===== config.mk =====
export PLATFORM = sky130hd
export DESIGN_NAME = uart_tx
export DESIGN_NICKNAME = d
export VERILOG_FILES = /design/src/rtl/uart_pkg.sv /design/src/rtl/uart_tx.sv
export SDC_FILE = /design/constraint.sdc
export NUM_CORES = 1
export LEC_CHECK = 0
export ABC_CLOCK_PERIOD_IN_PS = 2000
export CORE_ASPECT_RATIO = 0.75
export CORE_MARGIN = 3
export CORE_UTILIZATION = 52
export CTS_CLUSTER_SIZE = 12
export DETAILED_ROUTE_END_ITERATION = 7
export GPL_TIMING_DRIVEN = 0
export PLACE_DENSITY = 0.77
export SETUP_SLACK_MARGIN = 0.5
export SYNTH_ARGS = -nofsm -noshare
export SYNTH_HDL_FRONTEND = slang
export SYNTH_SLANG_ARGS = --single-unit

===== constraint.sdc =====
create_clock -name clk -period 2 [get_ports clk]
set_input_delay 0.4 -clock clk [delete_from_list [all_inputs] [get_ports clk]]
set_output_delay 0.4 -clock clk [all_outputs]
set_load 0.005 [all_outputs]

===== src/rtl/uart_pkg.sv =====
// rtl/uart_pkg.sv - shared UART state encoding, frame width and baud constants
package uart_pkg;

    localparam int DATA_BITS   = 8;
    localparam int CLK_FREQ_HZ = 100_000_000;
    localparam int BAUD_RATE   = 115_200;
    // Clocks per bit period produced by the external baud generator
    localparam int BAUD_PERIOD = CLK_FREQ_HZ / BAUD_RATE;

    typedef enum logic [2:0] {
        IDLE   = 3'd0,
        START  = 3'd1,
        DATA   = 3'd2,
        PARITY = 3'd3,
        STOP   = 3'd4
    } tx_state_t;

    function automatic logic parity_of(input logic [DATA_BITS-1:0] data, input logic odd);
        return (^data) ^ odd;
    endfunction

endpackage


===== src/rtl/uart_tx.sv =====
// rtl/uart_tx.sv - UART transmitter: one-entry holding register, shifter and frame FSM
module uart_tx
    import uart_pkg::*;
#(
    parameter logic [16:0] freq       = 17'(BAUD_RATE),
    parameter bit          PARITY_EN  = 1'b0,
    parameter bit          PARITY_ODD = 1'b0,
    parameter int          STOP_BITS  = 1
) (
    input  logic       clk,
    input  logic       rst,
    input  logic       tx_en,
    input  logic [7:0] d_in,
    input  logic       tx_start,
    input  logic       tx_count_baud_ready,
    output logic       tx_baud_en,
    output logic       d_out,
    output logic       tx_ready,
    output logic       busy,
    output logic       done
);

    if ((STOP_BITS != 1 && STOP_BITS != 2) || freq == 17'd0) begin : g_bad_cfg
        $error("uart_tx: STOP_BITS must be 1 or 2 and freq must be nonzero");
    end

    tx_state_t            state, state_next;
    logic [DATA_BITS-1:0] hold_q, hold_d;
    logic [DATA_BITS-1:0] shift_q, shift_d;
    logic                 hold_full_q, hold_full_d;
    logic [2:0]           bit_cnt_q, bit_cnt_d;
    logic                 stop_cnt_q, stop_cnt_d;
    logic                 parity_q, parity_d;
    logic                 d_out_d, done_d;
    logic                 tick, accept, launch, stop_last;

    assign tick       = tx_count_baud_ready;
    assign tx_ready   = ~hold_full_q;
    assign busy       = (state != IDLE);
    assign tx_baud_en = busy;
    assign accept     = tx_start & ~hold_full_q;
    assign stop_last  = (STOP_BITS == 2) ? stop_cnt_q : 1'b1;

    always_comb begin
        state_next  = state;
        hold_d      = hold_q;
        hold_full_d = hold_full_q;
        shift_d     = shift_q;
        bit_cnt_d   = bit_cnt_q;
        stop_cnt_d  = stop_cnt_q;
        parity_d    = parity_q;
        d_out_d     = d_out;
        done_d      = 1'b0;
        launch      = 1'b0;

        if (accept) begin
            hold_d      = d_in;
            hold_full_d = 1'b1;
        end

        case (state)
            IDLE: launch = hold_full_q & tx_en;
            START: begin
                if (tick) begin
                    state_next = DATA;
                    d_out_d    = shift_q[0];
                    bit_cnt_d  = 3'd0;
                end
            end
            DATA: begin
                if (tick) begin
                    if (bit_cnt_q == 3'd7) begin
                        if (PARITY_EN) begin
                            state_next = PARITY;
                            d_out_d    = parity_q;
                        end else begin
                            state_next = STOP;
                            d_out_d    = 1'b1;
                            stop_cnt_d = 1'b0;
                        end
                    end else begin
                        bit_cnt_d = bit_cnt_q + 3'd1;
                        shift_d   = shift_q >> 1;
                        d_out_d   = shift_q[1];
                    end
                end
            end
            PARITY: begin
                if (tick) begin
                    state_next = STOP;
                    d_out_d    = 1'b1;
                    stop_cnt_d = 1'b0;
                end
            end
            STOP: begin
                if (tick) begin
                    if (stop_last) begin
                        done_d = 1'b1;
                        // A waiting byte chains straight into its start bit
                        launch = hold_full_q & tx_en;
                        if (!launch) begin
                            state_next = IDLE;
                            d_out_d    = 1'b1;
                        end
                    end else begin
                        stop_cnt_d = 1'b1;
                    end
                end
            end
            default: state_next = IDLE;
        endcase

        if (launch) begin
            state_next  = START;
            shift_d     = hold_q;
            parity_d    = parity_of(hold_q, PARITY_ODD);
            hold_full_d = 1'b0;
            d_out_d     = 1'b0;
        end
    end

    always_ff @(posedge clk) begin
        if (rst) begin
            state       <= IDLE;
            hold_q      <= '0;
            hold_full_q <= 1'b0;
            shift_q     <= '0;
            bit_cnt_q   <= 3'd0;
            stop_cnt_q  <= 1'b0;
            parity_q    <= 1'b0;
            d_out       <= 1'b1;
            done        <= 1'b0;
        end else begin
            state       <= state_next;
            hold_q      <= hold_d;
            hold_full_q <= hold_full_d;
            shift_q     <= shift_d;
            bit_cnt_q   <= bit_cnt_d;
            stop_cnt_q  <= stop_cnt_d;
            parity_q    <= parity_d;
            d_out       <= d_out_d;
            done        <= done_d;
        end
    end

endmodule


# Word-level counts from Yosys, hierarchy flattened
# Cells that the tools add are included.
[classes]
n_addsub = 1
eq_ne = 20
mux = 27
bitwise = 5
reduce_logical = 13
[ops]
columns = ["op", "count"]
rows = [
  ["8-bit two-way mux", 4],
  ["3-bit two-way mux", 9],
  ["2-bit inequality test, second input constant", 9],
  ["3-bit inequality test, second input constant", 6],
  ["3-bit case mux with 5 select lines", 1],
  ["7-bit AND reduction", 2],
  ["1-bit two-way mux", 10],
  ["3-bit by 2-bit equality test with 1-bit output, second input constant", 2],
  ["3-bit equality test, second input constant", 2],
  ["3-bit case mux with 2 select lines", 1],
  ["6-bit AND reduction", 1],
  ["2-bit nonzero test", 3],
  ["5-bit nonzero test", 1],
  ["1-bit case mux with 4 select lines", 1],
  ["4-bit AND reduction", 1],
  ["2-bit OR reduction", 2],
  ["3-bit by 1-bit adder with 3-bit output, second input constant", 1],
  ["3-bit by 1-bit equality test with 1-bit output, second input constant", 1],
  ["3-bit logical NOT", 1],
  ["1-bit NOT", 3],
  ["3-bit AND reduction", 1],
  ["3-bit nonzero test", 1],
  ["1-bit bitwise AND", 2],
  ["1-bit case mux with 2 select lines", 1],
]
[word_totals]
regBits = 25
in_bits = 13
out_inout_bits = 5
wordCells = 74

# Depth between registers and ports, before layout
# Gate-level depths: netlist (run 1).
[logic_depth]
depth_word = 5
mapped_depth = 6
depth_no_buf = 6

# Least setup slack after synthesis (run 1)
# Ideal clock, no wire load.
[synth_timing]
path_kind = "register to register"
from = "reg bit_cnt_q[0]"
to = "reg d_out"
setup_ps = 120
arrival_time_ps = 1570
required_time_ps = 1880
path_slack_ps = 310
stages_incl_launch_ff = 6
path_buffers = 0
period_less_slack_ps = 1690
cell_sequence = "dfxtp_1 > ha_1 > ha_1 > nor4b_4 > a221oi_1 > a211o_1"
[synth_via]
elab_chain_len = 5
[synth_rtl]
columns = ["element", "line", "text"]
rows = [
  ["start: declaration", "uart_tx.sv:31", "logic [2:0] bit_cnt_q, bit_cnt_d;"],
  ["start signal: assignment", "uart_tx.sv:138", "bit_cnt_q <= bit_cnt_d;"],
  ["3-bit equality test", "uart_tx.sv:72", "if (bit_cnt_q == 3'd7) begin"],
  ["1-bit two-way mux", "uart_tx.sv:72", ""],
  ["1-bit two-way mux", "uart_tx.sv:71", "if (tick) begin"],
  ["1-bit case mux with 4 select lines", "uart_tx.sv:61", "case (state)"],
  ["1-bit two-way mux", "uart_tx.sv:113", "if (launch) begin"],
  ["end signal: assignment", "uart_tx.sv:141", "d_out <= d_out_d;"],
  ["end: declaration", "uart_tx.sv:17", "output logic d_out,"],
]
# No other way between the ends. The select of a mux whose other input is x is not followed.
# A chain may end at the register's enable or synchronous reset.

# Worst setup path after layout (run 1)
[layout_timing]
from = "reg state[1]"
to = "out tx_baud_en"
[layout_via]
elab_chain_len = 1
[layout_rtl]
columns = ["element", "line", "text"]
rows = [
  ["start: declaration", "uart_tx.sv:27", "tx_state_t state, state_next;"],
  ["start signal: assignment", "uart_tx.sv:134", "state <= state_next;"],
  ["3-bit nonzero test", "uart_tx.sv:39", "assign busy = (state != IDLE);"],
  ["end: declaration", "uart_tx.sv:16", "output logic tx_baud_en,"],
]
# No other way between the ends.

==> results of run 1 <==
through the flow:
stage	utilization [%]	setup TNS [ns]
6_report	83.9	0
5_1_grt	83.9	0
4_1_cts	76.4	0
3_5_place_dp	67.2	-0.183
3_3_place_gp	67.2	-0.168
2_1_floorplan	-	0
area by class of cell:
type | count | area [µm²] | share of cell area (%)
Buffer | 11 | 83.8 | 4.76
Clock buffer | 4 | 26.3 | 1.49
Inverter | 4 | 15.0 | 0.852
Multi-Input combinational cell | 98 | 781 | 44.3
Sequential cell | 25 | 514 | 29.2
Tap cell | 24 | 30.0 | 1.70
Timing Repair Buffer | 34 | 313 | 17.7
registers in the layout, indices dropped and copies added, names as in the netlist:
signal / flops
state: 3
d_out: 1
hold_q: 8
hold_full_q: 1
bit_cnt_q: 3
shift_q: 8
done: 1
layer usage:
metal  up-vias  global-route usage, %  routed length (µm)  share of wire (%)
met3         6                   5.93                 212                6.5
met2        50                   34.7                1560                 48
met5         -                      0                   0                  0
met4         0                   3.39                  39                1.2
met1       531                   29.0                1470                 45
li1        571                      -                   -                  -
worst register-to-register path, stage by stage, from the launching register on:
cell and delay (ns):
dfxtp_2 0.36, ha_4 0.16, ha_4 0.16, nor4b_4 0.32, buf_4 0.20, nand2_8 0.07, or2_1 0.23, a21oi_2 0.11
worst paths after layout:
path	end	cells past startpoint	slack (ns)
worst max-delay path	tx_baud_en	4	0.20
worst min-delay path	shift_q[3]	2	0.44
worst max register to register	bit_cnt_q[0]	7	0.33
worst min register to register	shift_q[7]	2	0.48
cell usage after synthesis, drive strengths merged (4+ instances only):
master	instances	area [µm²]
clkbuf	5	18.8
dfxtp	25	500
inv	4	15.0
mux2i	9	90.1
nor2	18	70.1
buf	6	43.8
a21oi	7	38.8
nand2	16	67.6
nand3	11	55.1
a311oi	8	70.1
cell families (layout without fill, tap and decap cells):
| group | count (synthesis) | in the layout | share of synthesized area (%) |
|---|---|---|---|
| compound gates | 26 | 26 | 16.6 |
| fa+ha+maj | 2 | 2 | 2.07 |
| buf+inv | 15 | 53 | 6.43 |
| flops | 25 | 25 | 41.5 |
| mux | 9 | 9 | 7.47 |
| simple gates | 61 | 61 | 25.9 |
power by group through the flow:
stage               clock (mW)  sequential (mW)  combinational [mW]
finish                   0.223            0.545               0.228
global route             0.254            0.547               0.244
CTS                      0.230            0.540               0.194
detailed placement           0            0.554               0.166
global placement             0            0.553               0.163
floorplan                    0            0.550               0.109
timing repair:
| action | 4_1_cts | 5_1_grt |
|---|---|---|
| endpoints found under the setup margin | 27 | 15 |
| buffers inserted | 16 | 3 |
| pin swaps | 5 | 20 |
| resized for setup | 27 | 30 |
==> summary.md, run 1 <==
| Metric | Value |
|---|---|
| Worst r2r src | `bit_cnt_q[0]` |
| Most frequent cells in the layout | `dfxtp_1 (18), nor2_1 (17), buf_4 (15)` |
| Primary FF master, synth | `dfxtp_1` |
| Sequential Power Share | `54.7%` |
| GP Congestion | `0.803` |
| Worst path top cell family by delay | `simple AND/OR/NAND/NOR gates` |
| Via-to-Cell Ratio | `5.79` |
| WL/cell | `16.4 µm` |
| Period utilization | `90.1%` |
| Tot Pwr | `0.995 mW` |
| Finished Layout Cells | `200` |
| Clk sinks | `25` |
| Leak | `0.672 nW` |
| Clock slew at reported path FFs | `0.13 ns` |
| Initial antenna violation count | `0` |
| RSZ-0062 raised after global routing | `yes` |
| MaxCap Viol Count | `0` |
| Post-route cell area | `0.00176 mm²` |
| GR Overflow Total | `0` |
| CP required | `1.60 ns` |
| Worst Hold Class | `primary input to flip-flop` |
| Max-slew violation count | `0` |
| Worst Clk Skew | `0.00350 ns` |
| Buf/Inv on CP | `3` |
| Clock power frac | `22.4%` |
| First drt pass iteration count | `4` |
| Setup Slack @ Placement | `-0.183 ns` |
| Count of state elements after synthesis | `25` |
| Critical Path End Type | `output port` |
| Largest net degree at the start of global routing | `14` |
| CP startpoint | `state[1]` |
| DIE AREA | `0.00294 mm²` |
| First-pass GRT wire length | `4.46 mm` |
| Placed cells | `177` |
| Fin. Hold Viols | `0` |
| Worst setup SP type | `flip-flop` |
| Synthesized area | `0.00121 mm²` |
| Placed cell area | `0.00141 mm²` |
| Leading cell type in the layout, fill and taps excluded | `dfxtp_1` |
| Critical-path cell list | `buf_6 -> or3_4 -> buf_6 -> buf_6` |
| Crit path max fanout | `2` |
| Setup Viol. Count Final | `0` |
| Post-Syn Instances | `138` |
| Fmax | `555 MHz` |
| Sequential cell area fraction in the yosys report | `41.5%` |
| Die X | `61.6 µm` |
| Filler instances | `125` |
| Hpwl dp | `1.81 mm` |
| Net Sw Power | `0.277 mW` |
| # rows | `14` |
| Crit path arrival time | `1.40 ns` |
| Final worst slack | `0.199 ns` |
| Slew HR | `58.8%` |
| Routed WL | `3.28 mm` |
| H-tree depth | `1` |
| Io pins | `18` |
| Tot GR Track Use | `21.3%` |
| TritonCTS buffer count | `3` |
| Vert. Die Dim | `47.7 µm` |
| Syn Area/Cell | `8.74 µm²` |
| Cell Pwr Density | `565 mW/mm²` |
| Hold slack | `0.438 ns` |
| Vias in the first global route | `930` |
| Total core area | `0.00210 mm²` |
| # hold bufs at CTS | `0` |
| Tmin final | `1.80 ns` |
| Slowest CP cell | `or3_4` |
| Worst skew pair latency | `0.31 ns` |
| Port-buffer cells | `15` |
| Layout cells sized above 1 | `38.1%` |
| 1st-iter DRT viols | `72` |
| P&R area growth vs syn | `46.2%` |
| Mapped Nets | `153` |
| Max stage delay on crit path | `0.38 ns` |
| Synth Warn # | `0` |
| Pint | `0.719 mW` |
| Most common cell on crit path | `buf_6` |
| Max Buffers Root-to-Sink | `2` |
| Status | `finished, final reports clean` |
| Sw frac | `27.8%` |
| HP Start | `rst` |
| Routed Antenna Nets | `0` |
| Max rail drop VDD | `0.463 mV` |
| Vias | `1158` |
| EDFF count, synth | `0` |
| Tightest Pin Transition | `0.618 ns` |
| Setup CP Type | `flip-flop to output port` |
| ANT cells | `0` |
| Starting Density | `57.4%` |
| Logic pwr share | `22.9%` |
| Post-synth cell types | `37` |
| Drt drc | `0` |
| Root buf cell | `clkbuf_4` |
| Fin nets | `192` |
| CTS tree | `done` |
| Async set-reset flop share out of synthesis | `0%` |
Note: power is estimated with default switching activity, not from simulation.
==> inputs of run 2 (changes only) <==
--- a/config.mk
+++ b/config.mk
@@ -5,7 +5,8 @@
 export SDC_FILE = /design/constraint.sdc
 export NUM_CORES = 1
 export LEC_CHECK = 0
-export ABC_CLOCK_PERIOD_IN_PS = 2000
+export ABC_AREA = 1
+export ABC_CLOCK_PERIOD_IN_PS = 1660
 export CORE_ASPECT_RATIO = 0.75
 export CORE_MARGIN = 3
 export CORE_UTILIZATION = 52
==> constraint.sdc (replaced) <==
create_clock -name clk -period 1.66 [get_ports clk]
set_input_delay 0.332 -clock clk [delete_from_list [all_inputs] [get_ports clk]]
set_output_delay 0.332 -clock clk [all_outputs]
set_load 0.005 [all_outputs]
==> run 2 against run 1 <==
Net effect:
- die area is 2.4% higher
- flip-flop and latch count stayed put
- global-route usage is 7.8 points higher
- clock power is 38% higher
- cell count is 28% higher
- critical path depth is 4 higher
- highest routed layer unchanged
==> summary.md, run 2 <==
| Metric | Value |
|---|---|
| Max stage delay on crit path | `0.39 ns` |
| EDFF count, synth | `0` |
| Sequential Power Share | `49.9%` |
| First-pass GRT wire length | `6.55 mm` |
| Primary FF master, synth | `dfxtp_1` |
| Cell count along the critical path | `8` |
| Crit path max fanout | `5` |
| H-tree depth | `1` |
| Port-buffer cells | `16` |
| MaxCap Viol Count | `0` |
| Status | `finished, final reports clean` |
| TritonCTS buffer count | `3` |
| CTS tree | `done` |
| Sw frac | `33.7%` |
| Buf/Inv on CP | `1` |
| Critical-path cell list | `nor2_4 -> buf_4 -> nand2_4 -> a21oi_4 -> nand2_1 -> nand3_2 -> nand2_1 -> nor2_1` |
| Count of state elements after synthesis | `25` |
| ANT cells | `0` |
| Fmax | `628 MHz` |
| Via-to-Cell Ratio | `6.19` |
| R2R Setup Slk | `0.07 ns` |
| Pint | `0.887 mW` |
| Clock power frac | `23.0%` |
| Sequential cell area fraction in the yosys report | `40.4%` |
| Tot GR Track Use | `29.1%` |
| Most frequent cells in the layout | `nand2_1 (30), nor2_1 (27), dfxtp_1 (18)` |
| Largest cells by area after synthesis | `dfxtp_1 (40%), nand2_1 (12%), nor2_1 (11%)` |
| Layout cells sized above 1 | `48.4%` |
| Clock slew at reported path FFs | `0.16 ns` |
| Utilization after layout | `92.6%` |
| Largest net degree at the start of global routing | `16` |
| Final setup TNS | `0 ns` |
| Max rail drop VDD | `0.628 mV` |
| GP Congestion | `0.822` |
| Top-area cell type share of the netlist area | `40.4%` |
| Most common cell on crit path | `nand2_1` |
| Initial antenna violation count | `0` |
| Yosys top cell by area | `dfxtp_1` |
| Hold Path Stages | `3` |
| Mapped Nets | `192` |
| Logic pwr share | `27.0%` |
| Slew HR | `75.7%` |
| Tightest Pin Transition | `0.364 ns` |
| WL/cell | `20.0 µm` |
| Vias | `1590` |
| Hold slack | `0.293 ns` |
| Fin. Hold Viols | `0` |
| Worst setup SP type | `flip-flop` |
| # hold bufs at CTS | `0` |
| Commonest cells post-synth | `nand2_1 (40), nor2_1 (37), dfxtp_1 (25)` |
| Drt drc | `0` |
| Vert. Die Dim | `48.3 µm` |
| Worst path top cell family by delay | `simple AND/OR/NAND/NOR gates` |
| Slowest CP cell | `dfxtp_4` |
| Post-synth cell types | `23` |
| Fin nets | `241` |
| First drt pass iteration count | `5` |
| Tmin final | `1.59 ns` |
| 1st-iter DRT viols | `197` |
| Synthesized area | `0.00124 mm²` |
| Syn Area/Cell | `7.00 µm²` |
| # rows | `14` |
| Routed WL | `5.15 mm` |
| Critical Path End Type | `flip-flop` |
| Setup Viol. Count Final | `0` |
| DIE AREA | `0.00301 mm²` |
| Setup CP Type | `flip-flop to flip-flop` |
| Regs by FF count | `hold_q x8, shift_q x8` |
| Hpwl dp | `1.94 mm` |
| Leak | `0.807 nW` |
| Net Sw Power | `0.451 mW` |
| Worst skew pair latency | `0.35 ns` |
| RSZ-0062 raised after global routing | `yes` |
| FF+latch area | `514 µm²` |
| Synth Warn # | `0` |
| Reg2reg path depth | `8` |
| Io pins | `18` |
| Filler instances | `82` |
| Cell Pwr Density | `676 mW/mm²` |
| Worst Hold Class | `primary input to flip-flop` |
| Post-Syn Instances | `177` |
| Crit path arrival time | `1.89 ns` |
| Die X | `62.4 µm` |
| Count leader, synth | `nand2_1` |
| Max Buffers Root-to-Sink | `2` |
| P&R area growth vs syn | `59.8%` |
| CP required | `1.96 ns` |
| GR Overflow Total | `0` |
| Async set-reset flop share out of synthesis | `0%` |
| Routed Antenna Nets | `0` |
| Vias in the first global route | `1354` |
| Root buf cell | `clkbuf_4` |
| Multi-input logic area | `868 µm²` |
| Max-slew violation count | `0` |
| Period utilization | `95.9%` |
| Leading cell type in the layout, fill and taps excluded | `nand2_1` |
| Starting Density | `58.0%` |
| Total core area | `0.00214 mm²` |
| Clk sinks | `25` |
| Worst Clk Skew | `0.0109 ns` |
-- run 2: changes by cell type after synthesis, moves of 3 or more --
| cell | previous run | this run |
|---|---|---|
| a21oi_1 | 6 | 9 |
| mux2i_1 | 9 | 0 |
| clkbuf_1 | 5 | 0 |
| o21ai_0 | 2 | 13 |
| a311oi_1 | 8 | 0 |
| inv_1 | 4 | 14 |
| nand2_1 | 15 | 40 |
| nor2_1 | 17 | 37 |
| nand3_1 | 11 | 16 |
-- run 2: what timing repair did --
action                                  4_1_cts  5_1_grt
gates resized for setup                      91       17
gates cloned                                  2        0
endpoints found under the setup margin       29       28
pin swaps                                    20       11
buffers inserted                             19        7
-- run 2: worst paths after layout --
| check | end | from |
|---|---|---|
| hold / removal | hold_full_q | tx_start |
| hold reg to reg | bit_cnt_q[1] | bit_cnt_q[1] |
| setup / recovery | shift_q[4] | state[1] |
| setup reg to reg | shift_q[4] | state[1] |
-- run 2: worst reg2reg max path, stage by stage (launching register included) --
cell	delay, ns
dfxtp_4	0.39
nor2_4	0.15
buf_4	0.20
nand2_4	0.12
a21oi_4	0.23
nand2_1	0.12
nand3_2	0.11
nand2_1	0.09
nor2_1	0.13
-- run 2: area by class of cell --
class	count	share of cell area, %
multi-input cells	132	43.9
flip-flops and latches	25	26.0
repair buffers	43	20.3
inverters	16	3.98
plain buffers	5	2.34
well taps	32	2.02
clock buffers	3	1.14
clock inverters	1	0.379
-- run 2: power groups by stage --
stage / registers (mW) / logic, mW / clock network (mW)
after floorplan: 0.672 / 0.141 / 0
after global placement: 0.676 / 0.208 / 0
after detailed placement: 0.677 / 0.214 / 0
after CTS: 0.660 / 0.292 / 0.294
after global routing: 0.670 / 0.384 / 0.321
final: 0.668 / 0.362 / 0.308
-- run 2: layer usage --
layer | track usage (%) | vias to the layer above | share of wire, %
li1 | - | 668 | -
met1 | 33.0 | 732 | 37
met2 | 54.5 | 153 | 46
met3 | 7.60 | 37 | 12
met4 | 13.6 | 0 | 5.4
met5 | 0 | - | 0
-- run 2: kinds of logic after synthesis --
| logic type | Yosys count | share of synthesized area [%] |
|---|---|---|
| and+or+nand+nor | 104 | 36.7 |
| DFF | 25 | 40.4 |
| AOI/OAI and AO/OA | 25 | 12.6 |
| adders and majority gates | 2 | 2.02 |
| buffers and inverters | 21 | 8.28 |
-- run 2: through the flow --
stage | power [mW] | instances | setup slack, ns | area (µm²)
CTS | 1.25 | 250 | 0.228 | 1880
floorplan | 0.813 | 177 | 0.408 | 1270
detailed placement | 0.891 | 225 | -0.135 | 1470
finish | 1.34 | 257 | 0.0675 | 1980
global route | 1.37 | 257 | -0.00769 | 1980
global placement | 0.883 | 225 | -0.117 | 1470
==> inputs of run 3 (changes only) <==
--- a/config.mk
+++ b/config.mk
@@ -9,12 +9,13 @@
 export ABC_CLOCK_PERIOD_IN_PS = 1660
 export CORE_ASPECT_RATIO = 0.75
 export CORE_MARGIN = 3
-export CORE_UTILIZATION = 52
+export CORE_UTILIZATION = 46
 export CTS_CLUSTER_SIZE = 12
 export DETAILED_ROUTE_END_ITERATION = 7
 export GPL_TIMING_DRIVEN = 0
-export PLACE_DENSITY = 0.77
+export PLACE_DENSITY = 0.69
 export SETUP_SLACK_MARGIN = 0.5
+export SLEW_MARGIN = 0
 export SYNTH_ARGS = -nofsm -noshare
 export SYNTH_HDL_FRONTEND = slang
 export SYNTH_SLANG_ARGS = --single-unit
==> constraint.sdc (replaced) <==
create_clock -name clk -period 1.66 [get_ports clk]
set_input_delay 0.332 -clock clk [delete_from_list [all_inputs] [get_ports clk]]
set_output_delay 0.332 -clock clk [all_outputs]
set_load 0.02 [all_outputs]
==> run 3 against run 2 <==
Net effect:
- flip-flop and latch count is the same
- fmax grew 9.0%
- non-clock buffer count shrank 6
- via count shrank 15%
- largest cell class unchanged
==> summary.md, run 3 (synthesis gave the netlist of run 2 again) <==
| Metric | Value |
|---|---|
| Status | `finished, final reports clean` |
| Port-buffer cells | `16` |
| Drt drc | `0` |
| First-pass GRT wire length | `5.20 mm` |
| Fin nets | `235` |
| Met2 Use GR | `31.1%` |
| Utilization after layout | `80.5%` |
| Cell Pwr Density | `657 mW/mm²` |
| Starting Density | `51.2%` |
| Hpwl dp | `1.99 mm` |
| Slew HR | `75.7%` |
| Io pins | `18` |
| Die X | `65.9 µm` |
| Via-to-Cell Ratio | `5.35` |
| Most congested layer reported by global routing | `met2` |
| Layout cells sized above 1 | `41.6%` |
| Crit path arrival time | `1.13 ns` |
| Leak | `0.797 nW` |
| 1st-iter DRT viols | `122` |
| Setup CP Type | `flip-flop to output port` |
| WL/cell | `14.4 µm` |
| Tmin final | `1.46 ns` |
| Largest net degree at the start of global routing | `15` |
| Max-slew violation count | `0` |
| Hold slack | `0.458 ns` |
| Crit path max fanout | `3` |
| Multi-input logic area | `850 µm²` |
| ANT cells | `0` |
| Tot GR Track Use | `20.4%` |
| Worst skew pair latency | `0.33 ns` |
| TritonCTS buffer count | `3` |
| Root buf cell | `clkbuf_4` |
| H-tree depth | `1` |
| # hold bufs at CTS | `0` |
| Setup Viol. Count Final | `0` |
| Post-route cell area | `0.00195 mm²` |
| Routed Antenna Nets | `0` |
| Reg2reg path depth | `9` |
| Slowest CP cell | `dfxtp_4` |
| Worst setup SP type | `flip-flop` |
| Met1 Use GR | `26.4%` |
| Max Buffers Root-to-Sink | `2` |
| Regs by FF count | `hold_q x8, shift_q x8` |
| Worst Clk Skew | `0.00454 ns` |
| # rows | `15` |
| Period utilization | `88.0%` |
| Worst Hold Class | `primary input to flip-flop` |
| Fin. Hold Viols | `0` |
| Vias | `1354` |
| Clock slew at reported path FFs | `0.14 ns` |
| Initial antenna violation count | `0` |
| Grt met3 use | `6.15%` |
| Routed WL | `3.65 mm` |
| Tightest Pin Transition | `0.364 ns` |
| Clk sinks | `25` |
| Max rail drop VDD | `0.667 mV` |
| CTS tree | `done` |
| GR Overflow Total | `0` |
| CP required | `1.33 ns` |
| CP startpoint | `state[1]` |
| Most common cell on crit path | `buf_6` |
| FF+latch area | `518 µm²` |
| Most frequent cells in the layout | `nand2_1 (34), nor2_1 (29), dfxtp_1 (17)` |
| Leading cell type in the layout, fill and taps excluded | `nand2_1` |
| Vert. Die Dim | `50.9 µm` |
| Total core area | `0.00242 mm²` |
| Vias in the first global route | `1180` |
| Worst setup endpoint | `tx_baud_en` |
| Placed cell area | `0.00148 mm²` |
| Worst r2r src | `state[1]` |
| GP Congestion | `0.846` |
| Fmax | `684 MHz` |
| Critical Path End Type | `output port` |
| First drt pass iteration count | `4` |
| Critical-path cell list | `nor2_4 -> nand2_4 -> buf_6 -> buf_6` |
| Max stage delay on crit path | `0.38 ns` |
| R2r endpoint | `shift_q[2]` |
| P&R area growth vs syn | `57.4%` |
| MaxCap Viol Count | `0` |
| Filler instances | `144` |
| RSZ-0062 raised after global routing | `yes` |
| DIE AREA | `0.00336 mm²` |
| R2R Setup Slk | `0.22 ns` |
run 3: cell count changes in the layout (fill, tap and decap cells not counted), sizes merged:
| cell | change |
|---|---|
| buf | -6 |
| clkdlybuf4s50 | +1 |
| clkinvlp | -2 |
| dlymetal6s2s | -1 |
| inv | +2 |
run 3: per-stage QoR:
| step | power (mW) | setup TNS [ns] | cells | worst slack, ns |
|---|---|---|---|---|
| final | 1.28 | 0 | 253 | 0.199 |
| after detailed placement | 0.903 | -1.94 | 227 | -0.172 |
| after global placement | 0.896 | -1.53 | 227 | -0.152 |
| after floorplan | 0.824 | 0 | 177 | 0.404 |
| after global routing | 1.35 | 0 | 253 | 0.135 |
| after CTS | 1.24 | 0 | 248 | 0.202 |
run 3: worst min-delay path by stage:
| stage | start | endpoint | slack (ns) | depth (start not counted) |
|---|---|---|---|---|
| final | rst | bit_cnt_q[1] | 0.46 | 2 |
| after global routing | rst | bit_cnt_q[1] | 0.45 | 2 |
| after CTS | tx_count_baud_ready | state[1] | 0.38 | 3 |
| after detailed placement | hold_q[7] | shift_q[7] | 0.46 | 2 |
| after global placement | hold_q[7] | shift_q[7] | 0.45 | 2 |
| after floorplan | rst | bit_cnt_q[1] | 0.40 | 1 |
run 3: final cells by class:
class	instances	area share, %
clock inverter	1	0.257
tap	34	2.18
multi-input combinational	132	43.6
sequential	25	26.6
clock buffer	3	1.16
timing repair buffer	37	19.7
inverter	16	3.98
buffer	5	2.57
run 3: repair_timing:
action                                  in CTS  in global routing
gates cloned                                 2                  0
buffers inserted                            15                  5
endpoints found under the hold margin        0                  0
endpoints found under the setup margin      29                 23
pin swaps                                   13                 14
gates resized for setup                     69                 31
run 3: critical path: cells and delay by family (launching register included):
kind                   cells  cell delay (ns)
flip-flops                 1             0.38
buffers and inverters      2             0.23
AND/OR/NAND/NOR            2             0.20
run 3: layer usage:
| layer | vias to the layer above | routed length (µm) |
|---|---|---|
| met5 | - | 0 |
| met4 | 0 | 37 |
| met3 | 6 | 297 |
| met2 | 60 | 1760 |
| met1 | 627 | 1560 |
| li1 | 661 | - |
run 3: power breakdown:
part / internal (mW) / leakage (nW) / switching (mW)
registers: 0.638 / 0.209 / 0.0258
logic: 0.157 / 0.570 / 0.181
clock network: 0.0907 / 0.0177 / 0.188
